==> src/rtl/jtframe_sdram_sched_pkg.sv <==
// Shared types and helpers for the SDRAM round-robin scheduler.
package jtframe_sdram_pkg;

    typedef enum logic [1:0] {
        IDLE = 2'd0,
        REQ  = 2'd1,
        WAIT = 2'd2
    } state_t;

    localparam logic [1:0] WRMASK_IDLE = 2'b11;

    // Next slot index with explicit wrap so non-power-of-2 slot counts work.
    function automatic int rr_next(input int idx, input int slots);
        return (idx >= slots - 1) ? 0 : idx + 1;
    endfunction

endpackage

==> src/rtl/jtframe_sdram_sched_if.sv <==
// Game-side SDRAM port between the scheduler (master) and the board controller (slave).
interface jtframe_sdram_sched_if #(
    parameter int AW = 22
);
    logic          sdram_req;
    logic          sdram_ack;
    logic [AW-1:0] sdram_addr;
    logic [1:0]    sdram_bank;
    logic          sdram_rnw;
    logic [1:0]    sdram_wrmask;
    logic [15:0]   data_write;
    logic [31:0]   data_read;
    logic          data_rdy;

    modport master (
        output sdram_req, sdram_addr, sdram_bank, sdram_rnw, sdram_wrmask, data_write,
        input  sdram_ack, data_read, data_rdy
    );

    modport slave (
        input  sdram_req, sdram_addr, sdram_bank, sdram_rnw, sdram_wrmask, data_write,
        output sdram_ack, data_read, data_rdy
    );
endinterface

==> src/rtl/jtframe_sdram_sched_rr_pick.sv <==
// Combinational next-grant finder: first requester at or after ptr, with wrap-around.
// When prio is set, req[0] wins outright regardless of the pointer.
module jtframe_rr_pick #(
    parameter int SLOTS = 4,
    parameter int PW    = 2
) (
    input  logic [SLOTS-1:0] req,
    input  logic [PW-1:0]    ptr,
    input  logic             prio,
    output logic [PW-1:0]    idx,
    output logic             valid
);
    logic [PW:0]   sum;
    logic [PW-1:0] cand;

    always_comb begin
        idx   = '0;
        valid = 1'b0;
        sum   = '0;
        cand  = '0;
        if (prio && req[0]) begin
            valid = 1'b1;
        end else begin
            for (int i = 0; i < SLOTS; i++) begin
                sum = {1'b0, ptr} + (PW+1)'(i);
                if (sum >= (PW+1)'(SLOTS)) begin
                    sum = sum - (PW+1)'(SLOTS);
                end
                cand = sum[PW-1:0];
                if (!valid && req[cand]) begin
                    valid = 1'b1;
                    idx   = cand;
                end
            end
        end
    end
endmodule

==> src/rtl/jtframe_sdram_sched.sv <==
// Round-robin scheduler sharing one SDRAM port among SLOTS requesters.
// Define JTFRAME_SDRAM_SCHED_PRIO_EN to give slot 0 fixed absolute priority.
module jtframe_sdram_sched
    import jtframe_sdram_pkg::*;
#(
    parameter int SLOTS    = 4,
    parameter int AW       = 22,
    parameter int RR_START = 0
) (
    input  logic               clk,
    input  logic               rst_n,
    input  logic               downloading,
    input  logic [SLOTS-1:0]   slot_req,
    input  logic [SLOTS*AW-1:0] slot_addr,
    input  logic [SLOTS*2-1:0] slot_bank,
    input  logic [SLOTS-1:0]   slot_rnw,
    input  logic [SLOTS*2-1:0] slot_wrmask,
    input  logic [SLOTS*16-1:0] slot_din,
    output logic [SLOTS-1:0]   slot_ack,
    output logic [SLOTS-1:0]   slot_rdy,
    output logic [31:0]        slot_dout,
    output logic               busy,
    jtframe_sdram_sched_if.master sdram
);
    localparam int PW = $clog2(SLOTS);

`ifdef JTFRAME_SDRAM_SCHED_PRIO_EN
    localparam logic PRIO = 1'b1;
`else
    localparam logic PRIO = 1'b0;
`endif

    state_t        state_q, state_d;
    logic [PW-1:0] ptr_q, ptr_d, gnt_q, gnt_d, pick_idx;
    logic          pick_valid;
    logic          req_q, req_d, rnw_q, rnw_d;
    logic [AW-1:0] addr_q, addr_d;
    logic [1:0]    bank_q, bank_d, wrmask_q, wrmask_d;
    logic [15:0]   din_q, din_d;
    logic [SLOTS-1:0] ack_q, ack_d, rdy_q, rdy_d;
    logic [31:0]   dout_q, dout_d;

    jtframe_rr_pick #(.SLOTS(SLOTS), .PW(PW)) u_pick (
        .req   (slot_req),
        .ptr   (ptr_q),
        .prio  (PRIO),
        .idx   (pick_idx),
        .valid (pick_valid)
    );

    always_comb begin
        state_d  = state_q;
        ptr_d    = ptr_q;
        gnt_d    = gnt_q;
        req_d    = req_q;
        rnw_d    = rnw_q;
        addr_d   = addr_q;
        bank_d   = bank_q;
        wrmask_d = wrmask_q;
        din_d    = din_q;
        dout_d   = dout_q;
        ack_d    = '0;
        rdy_d    = '0;
        case (state_q)
            IDLE: begin
                if (!downloading && pick_valid) begin
                    gnt_d    = pick_idx;
                    addr_d   = slot_addr[pick_idx*AW +: AW];
                    bank_d   = slot_bank[pick_idx*2 +: 2];
                    rnw_d    = slot_rnw[pick_idx];
                    wrmask_d = slot_wrmask[pick_idx*2 +: 2];
                    din_d    = slot_din[pick_idx*16 +: 16];
                    req_d    = 1'b1;
                    state_d  = REQ;
                end
            end
            REQ: begin
                if (sdram.sdram_ack) begin
                    req_d        = 1'b0;
                    ack_d[gnt_q] = 1'b1;
                    state_d      = WAIT;
                end
            end
            WAIT: begin
                if (sdram.data_rdy) begin
                    dout_d       = sdram.data_read;
                    rdy_d[gnt_q] = 1'b1;
                    // Slot 0 grants under fixed priority leave the rotation untouched.
                    if (!(PRIO && gnt_q == '0)) begin
                        ptr_d = PW'(rr_next(int'(gnt_q), SLOTS));
                    end
                    state_d = IDLE;
                end
            end
            default: state_d = IDLE;
        endcase
    end

    always_ff @(posedge clk or negedge rst_n) begin
        if (!rst_n) begin
            state_q  <= IDLE;
            ptr_q    <= PW'(RR_START);
            gnt_q    <= '0;
            req_q    <= 1'b0;
            rnw_q    <= 1'b0;
            addr_q   <= '0;
            bank_q   <= '0;
            wrmask_q <= WRMASK_IDLE;
            din_q    <= '0;
            dout_q   <= '0;
            ack_q    <= '0;
            rdy_q    <= '0;
        end else begin
            state_q  <= state_d;
            ptr_q    <= ptr_d;
            gnt_q    <= gnt_d;
            req_q    <= req_d;
            rnw_q    <= rnw_d;
            addr_q   <= addr_d;
            bank_q   <= bank_d;
            wrmask_q <= wrmask_d;
            din_q    <= din_d;
            dout_q   <= dout_d;
            ack_q    <= ack_d;
            rdy_q    <= rdy_d;
        end
    end

    assign sdram.sdram_req    = req_q;
    assign sdram.sdram_addr   = addr_q;
    assign sdram.sdram_bank   = bank_q;
    assign sdram.sdram_rnw    = rnw_q;
    assign sdram.sdram_wrmask = wrmask_q;
    assign sdram.data_write   = din_q;
    assign slot_ack  = ack_q;
    assign slot_rdy  = rdy_q;
    assign slot_dout = dout_q;
    assign busy      = (state_q != IDLE);
endmodule
==> src/flat_wrapper.sv <==
// flat-port wrapper written by rule: the top's interface ports become plain ports
module jtframe_sdram_sched_flat import jtframe_sdram_pkg::*;
#(
    parameter int SLOTS    = 4,
    parameter int AW       = 22,
    parameter int RR_START = 0
)
  (clk, rst_n, downloading, slot_req, slot_addr, slot_bank, slot_rnw, slot_wrmask, slot_din, slot_ack, slot_rdy, slot_dout, busy, sdram_sdram_req, sdram_sdram_addr, sdram_sdram_bank, sdram_sdram_rnw, sdram_sdram_wrmask, sdram_data_write, sdram_sdram_ack, sdram_data_read, sdram_data_rdy);
  jtframe_sdram_sched_if #(.AW(AW)) sdram_i ();
  input  logic clk;
  input  logic rst_n;
  input  logic downloading;
  input  logic [SLOTS-1:0] slot_req;
  input  logic [SLOTS*AW-1:0] slot_addr;
  input  logic [SLOTS*2-1:0] slot_bank;
  input  logic [SLOTS-1:0] slot_rnw;
  input  logic [SLOTS*2-1:0] slot_wrmask;
  input  logic [SLOTS*16-1:0] slot_din;
  output logic [SLOTS-1:0] slot_ack;
  output logic [SLOTS-1:0] slot_rdy;
  output logic [31:0] slot_dout;
  output logic busy;
  output wire logic [$bits(sdram_i.sdram_req)-1:0] sdram_sdram_req;
  output wire logic [$bits(sdram_i.sdram_addr)-1:0] sdram_sdram_addr;
  output wire logic [$bits(sdram_i.sdram_bank)-1:0] sdram_sdram_bank;
  output wire logic [$bits(sdram_i.sdram_rnw)-1:0] sdram_sdram_rnw;
  output wire logic [$bits(sdram_i.sdram_wrmask)-1:0] sdram_sdram_wrmask;
  output wire logic [$bits(sdram_i.data_write)-1:0] sdram_data_write;
  input wire logic [$bits(sdram_i.sdram_ack)-1:0] sdram_sdram_ack;
  input wire logic [$bits(sdram_i.data_read)-1:0] sdram_data_read;
  input wire logic [$bits(sdram_i.data_rdy)-1:0] sdram_data_rdy;
  assign sdram_sdram_req = sdram_i.sdram_req;
  assign sdram_sdram_addr = sdram_i.sdram_addr;
  assign sdram_sdram_bank = sdram_i.sdram_bank;
  assign sdram_sdram_rnw = sdram_i.sdram_rnw;
  assign sdram_sdram_wrmask = sdram_i.sdram_wrmask;
  assign sdram_data_write = sdram_i.data_write;
  assign sdram_i.sdram_ack = sdram_sdram_ack;
  assign sdram_i.data_read = sdram_data_read;
  assign sdram_i.data_rdy = sdram_data_rdy;
  jtframe_sdram_sched #(.SLOTS(SLOTS), .AW(AW), .RR_START(RR_START)) u_core (.clk(clk), .rst_n(rst_n), .downloading(downloading), .slot_req(slot_req), .slot_addr(slot_addr), .slot_bank(slot_bank), .slot_rnw(slot_rnw), .slot_wrmask(slot_wrmask), .slot_din(slot_din), .slot_ack(slot_ack), .slot_rdy(slot_rdy), .slot_dout(slot_dout), .busy(busy), .sdram(sdram_i));
endmodule
==> config.mk <==
export PLATFORM = sky130hd
export DESIGN_NAME = jtframe_sdram_sched_flat
export DESIGN_NICKNAME = d
export VERILOG_FILES = /design/src/rtl/jtframe_sdram_sched_pkg.sv /design/src/rtl/jtframe_sdram_sched_if.sv /design/src/rtl/jtframe_sdram_sched_rr_pick.sv /design/src/rtl/jtframe_sdram_sched.sv /design/src/flat_wrapper.sv
export SDC_FILE = /design/constraint.sdc
export NUM_CORES = 1
export LEC_CHECK = 0
export BUFFER_PORTS_ARGS = -buffer_cell sky130_fd_sc_hd__buf_2
export CAP_MARGIN = 15
export CORE_MARGIN = 2
export CORE_UTILIZATION = 40
export DETAILED_ROUTE_END_ITERATION = 8
export PLACE_DENSITY = 0.75
export SETUP_SLACK_MARGIN = 0.15
export SLEW_MARGIN = 0
export SYNTH_ARGS = -nofsm -noshare
export SYNTH_HDL_FRONTEND = slang
export SYNTH_SLANG_ARGS = --single-unit
==> constraint.sdc <==
create_clock -name clk -period 2.6 [get_ports clk]
set_input_delay 0.52 -clock clk [delete_from_list [all_inputs] [get_ports clk]]
set_output_delay 0.52 -clock clk [all_outputs]
set_load 0.005 [all_outputs]
==> impl_metrics.csv <==
group,metric,value,unit
detailed_routing,drt_first_pass_iters,5,
power,power_switching_share,37.0,%
placed_design,globalplace.congestion,0.794,
power,sequential_group_share_of_total_power,34.3,%
layout,area_of_combinational_cells_with_multiple_inputs,2580,um^2
worst_setup_path,critical_path_required,2.85,ns
power,cellInternalPower,4430,uW
floorplan,rows,40,
placed_design,dp_hpwl,11600,um
detailed_routing,drc_marker_count_from_the_first_detailed_route_iteration,279,
synth,synth_cells,474,
cts,clock_tree_from_tritoncts,"built",
worst_setup_path,critical_path.startpoint,"u_core.state_q[1]",
sta,final_min_period_over_clock_period,85.9,%
floorplan,io_pins,298,
worst_setup_path,path_buf_inv,1,
global_route,grt_pass1_wl,23900,um
synth,ys_types,31,
power,power-per-cell-area,996,nW/um^2
global_route,initial_antenna_violation_count,0,
cts,clockBufferDepth,2,
floorplan,floorplan.core_area,12100,um^2
detailed_routing,ratio_of_routed_vias_to_standard_cells,5.32,
worst_setup_path,crit_path_cell_trace,"or2_4 -> nor3_1 -> o21ai_4 -> buf_16 -> a21o_1 -> o211ai_1",
sta,final.setup.tns,0,ns
worst_setup_path,cp_max_fo,22,
cts,cts_resized,0,
global_route,first_global_vias,5056,
layout,antennaDiodeCount,0,
cts,source_to_sink_clock_delay_at_the_later_pin_of_the_worst_skew_pair,0.34,ns
synth,syn-mean-instance-area,10.5,um^2
power,leakage_power_total,0.00365,uW
layout,post_route_cells_drive_above_1_share,53.4,%
sta,layout_min_cycle_time,2.23,ns
worst_setup_path,timing.setup.critical_path_class,"reg -> reg",
cts,cts_inserted_buffers,9,
power,power.share.combinational,46.9,%
placed_design,numPlacedInstances,910,
floorplan,die_w,116,um
worst_setup_path,critical-path-max-stage-delay,0.51,ns
sta,maxClockFrequency,0.448,GHz
layout,number_of_nets_in_the_final_layout,971,
synth,sequential_fraction_of_the_synthesis_area,45.1,%
global_route,remaining_overflow_grt,0,
cts,clkTransAtPathRegs,0.07,ns
detailed_routing,vias,4927,
floorplan,start_util,41.3,%
worst_setup_path,worstSetupStartpointType,"register",
run,cap_violations,0,
worst_hold_path,hold_path_class,"in -> async",
global_route,maximum_number_of_pins_on_one_net_before_global_route_repair,55,
power,power_switching,2600,uW
sta,final_max_slew_viol_count,0,
worst_setup_path,crit-reg2reg-launch,"u_core.state_q[1]",
layout,area.sequential,2250,um^2
cts,root_buffer,"clkbuf_16",
layout,layout_common_cells,"296 x buf_2, 88 x dfrtp_1, 47 x nand2_1",
sta,hold_slack,0.144,ns
worst_setup_path,setup.worst_path.end_class,"register",
sta,relSlewSlack,49.6,%
layout,layoutNonFillerInstCount,926,
floorplan,die_h,116,um
global_route,grt_usage,23.0,%
cts,cts_max_level,3,
worst_setup_path,crit_family,"simple AND/OR/NAND/NOR gates",
synth,syn-num-nets,691,
detailed_routing,remaining_drcs,0,
placed_design,place.port_buffers,297,
status,run_status,"complete, no violations",
worst_setup_path,critical_path_arrival,2.48,ns
cts,cts_hold_repair.buffers,0,
floorplan,die_area,13400,um^2
synth,syn-cell-area,5000,um^2
cts,clkSinkCount,90,
detailed_routing,route.detailed.wl_per_inst,17.1,um
layout,fillCellCount,1052,
sta,hold_viol_final,0,
detailed_routing,drtAntennaViolNets,0,
cts,post_cts.repair.setup_buffers,0,
sta,timing.clock.skew,0.00778,ns
power,power_frac_clock,18.8,%
worst_setup_path,worst_path_max_delay_cell,"nor3_1",
synth,yosysWarnings,0,
sta,rsz0062_at_grt,"no",
layout,syn2layout_area_growth,41.2,%
sta,timing.final.setup_violations,0,
synth,ys_ff_latch,90,
power,worst_ir_drop_vdd,0.000441,V
detailed_routing,wl,15800,um
sta,worst_slew_pin_slew,0.754,ns
layout,final_common_cell,"buf_2",
==> final timing paths <==
check	endpoint	slack, ns	depth (start not counted)
min in group clk	u_core.slot_dout[1]	0.41	2
max in group asynchronous	u_core.slot_dout[5]	1.77	2
worst max-delay path	u_core.sdram.sdram_addr[1]	0.37	6
worst min register to register	u_core.sdram.sdram_addr[7]	0.49	2
worst min-delay path	u_core.sdram.data_write[10]	0.14	1
worst max register to register	u_core.sdram.sdram_addr[1]	0.37	6
==> kinds of logic (layout without fill, tap and decap cells) <==
logic type,after synthesis,count (layout),synth area share (%)
muxes,77,77,16.2
DFF,90,90,45.1
AOI/OAI and AO/OA,141,141,22.7
and+or+nand+nor,114,114,10.3
buffers and inverters,48,332,4.63
adders and majority gates,4,4,1.00
==> state kept, by name (all words and copies together) (netlist names) <==
name and flops:
u_core.slot_ack 4, u_core.sdram.data_write 16, u_core.slot_rdy 4, u_core.sdram.sdram_req 1, u_core.sdram.sdram_rnw 1, u_core.sdram.sdram_wrmask 2, u_core.slot_dout 32, u_core.gnt_q 2
u_core.ptr_q 2, u_core.state_q 2, u_core.sdram.sdram_bank 2, u_core.sdram.sdram_addr 22
==> area by class of cell <==
cell class                 instances  area share, %
clock buffer                      10           3.39
clock inverter                     5          0.887
inverter                           8          0.426
multi-input combinational        336           36.5
sequential                        90           32.0
tap                              168           2.98
timing repair buffer             309           23.8
==> synth_stat cells <==
library cell   n  area [um^2]
a211oi_1       1         7.51
a21o_1        45          338
a21oi_1        2         10.0
a2bb2oi_1      1         8.76
buf_1          1         3.75
buf_2          5         25.0
buf_6          6         67.6
clkbuf_1      28          105
dfrtp_1       88         2200
dfstp_2        2         52.6
ha_1           4         50.1
inv_1          8         30.0
mux2_2        33          372
mux2i_1       44          440
nand2_1       47          176
nand2b_1       2         12.5
nand3_1       43          215
nand3b_1       1         7.51
nor2_1         9         33.8
nor2_2         1         6.26
nor3_1         6         30.0
nor3b_1        1         7.51
nor4_1         1         6.26
o211ai_1       4         30.0
o211ai_2      39          488
o21ai_0       46          230
o21ai_1        1         5.00
o2bb2ai_1      1         8.76
o31ai_1        1         7.51
or2_4          1         8.76
or3_1          2         12.5
==> power groups by stage <==
| stage | logic (uW) | clock network, uW | registers (uW) |
|---|---|---|---|
| final | 3290 | 1320 | 2410 |
| after global routing | 3600 | 1420 | 2480 |
| after CTS | 3280 | 1360 | 2410 |
| after detailed placement | 3280 | 0 | 2430 |
| after global placement | 3160 | 0 | 2400 |
| after floorplan | 1890 | 0 | 2430 |
==> metrics by stage <==
| step | util, % | cell area [um^2] | worst slack (ns) | power (uW) |
|---|---|---|---|---|
| after global routing | 58.3 | 7060 | 0.184 | 7500 |
| after global placement | 55.3 | 6700 | 0.261 | 5560 |
| after detailed placement | 55.5 | 6730 | 0.266 | 5710 |
| after CTS | 58.0 | 7030 | 0.338 | 7050 |
| final | 58.3 | 7060 | 0.368 | 7030 |
| after floorplan | - | 5000 | 0.530 | 4320 |
==> per-layer routing <==
layer | global-route usage (%) | wire length [um]
met5 | 0 | 0
met4 | 11.3 | 433
met3 | 4.18 | 1090
met2 | 41.9 | 8380
met1 | 25.9 | 5940
==> worst reg2reg max path: stages (launching register included) <==
cell and delay (ns):
dfrtp_1 0.47, or2_4 0.30, nor3_1 0.51, o21ai_4 0.36, buf_16 0.27, a21o_1 0.17, o211ai_1 0.07
Power figures use the tool's default switching activity.
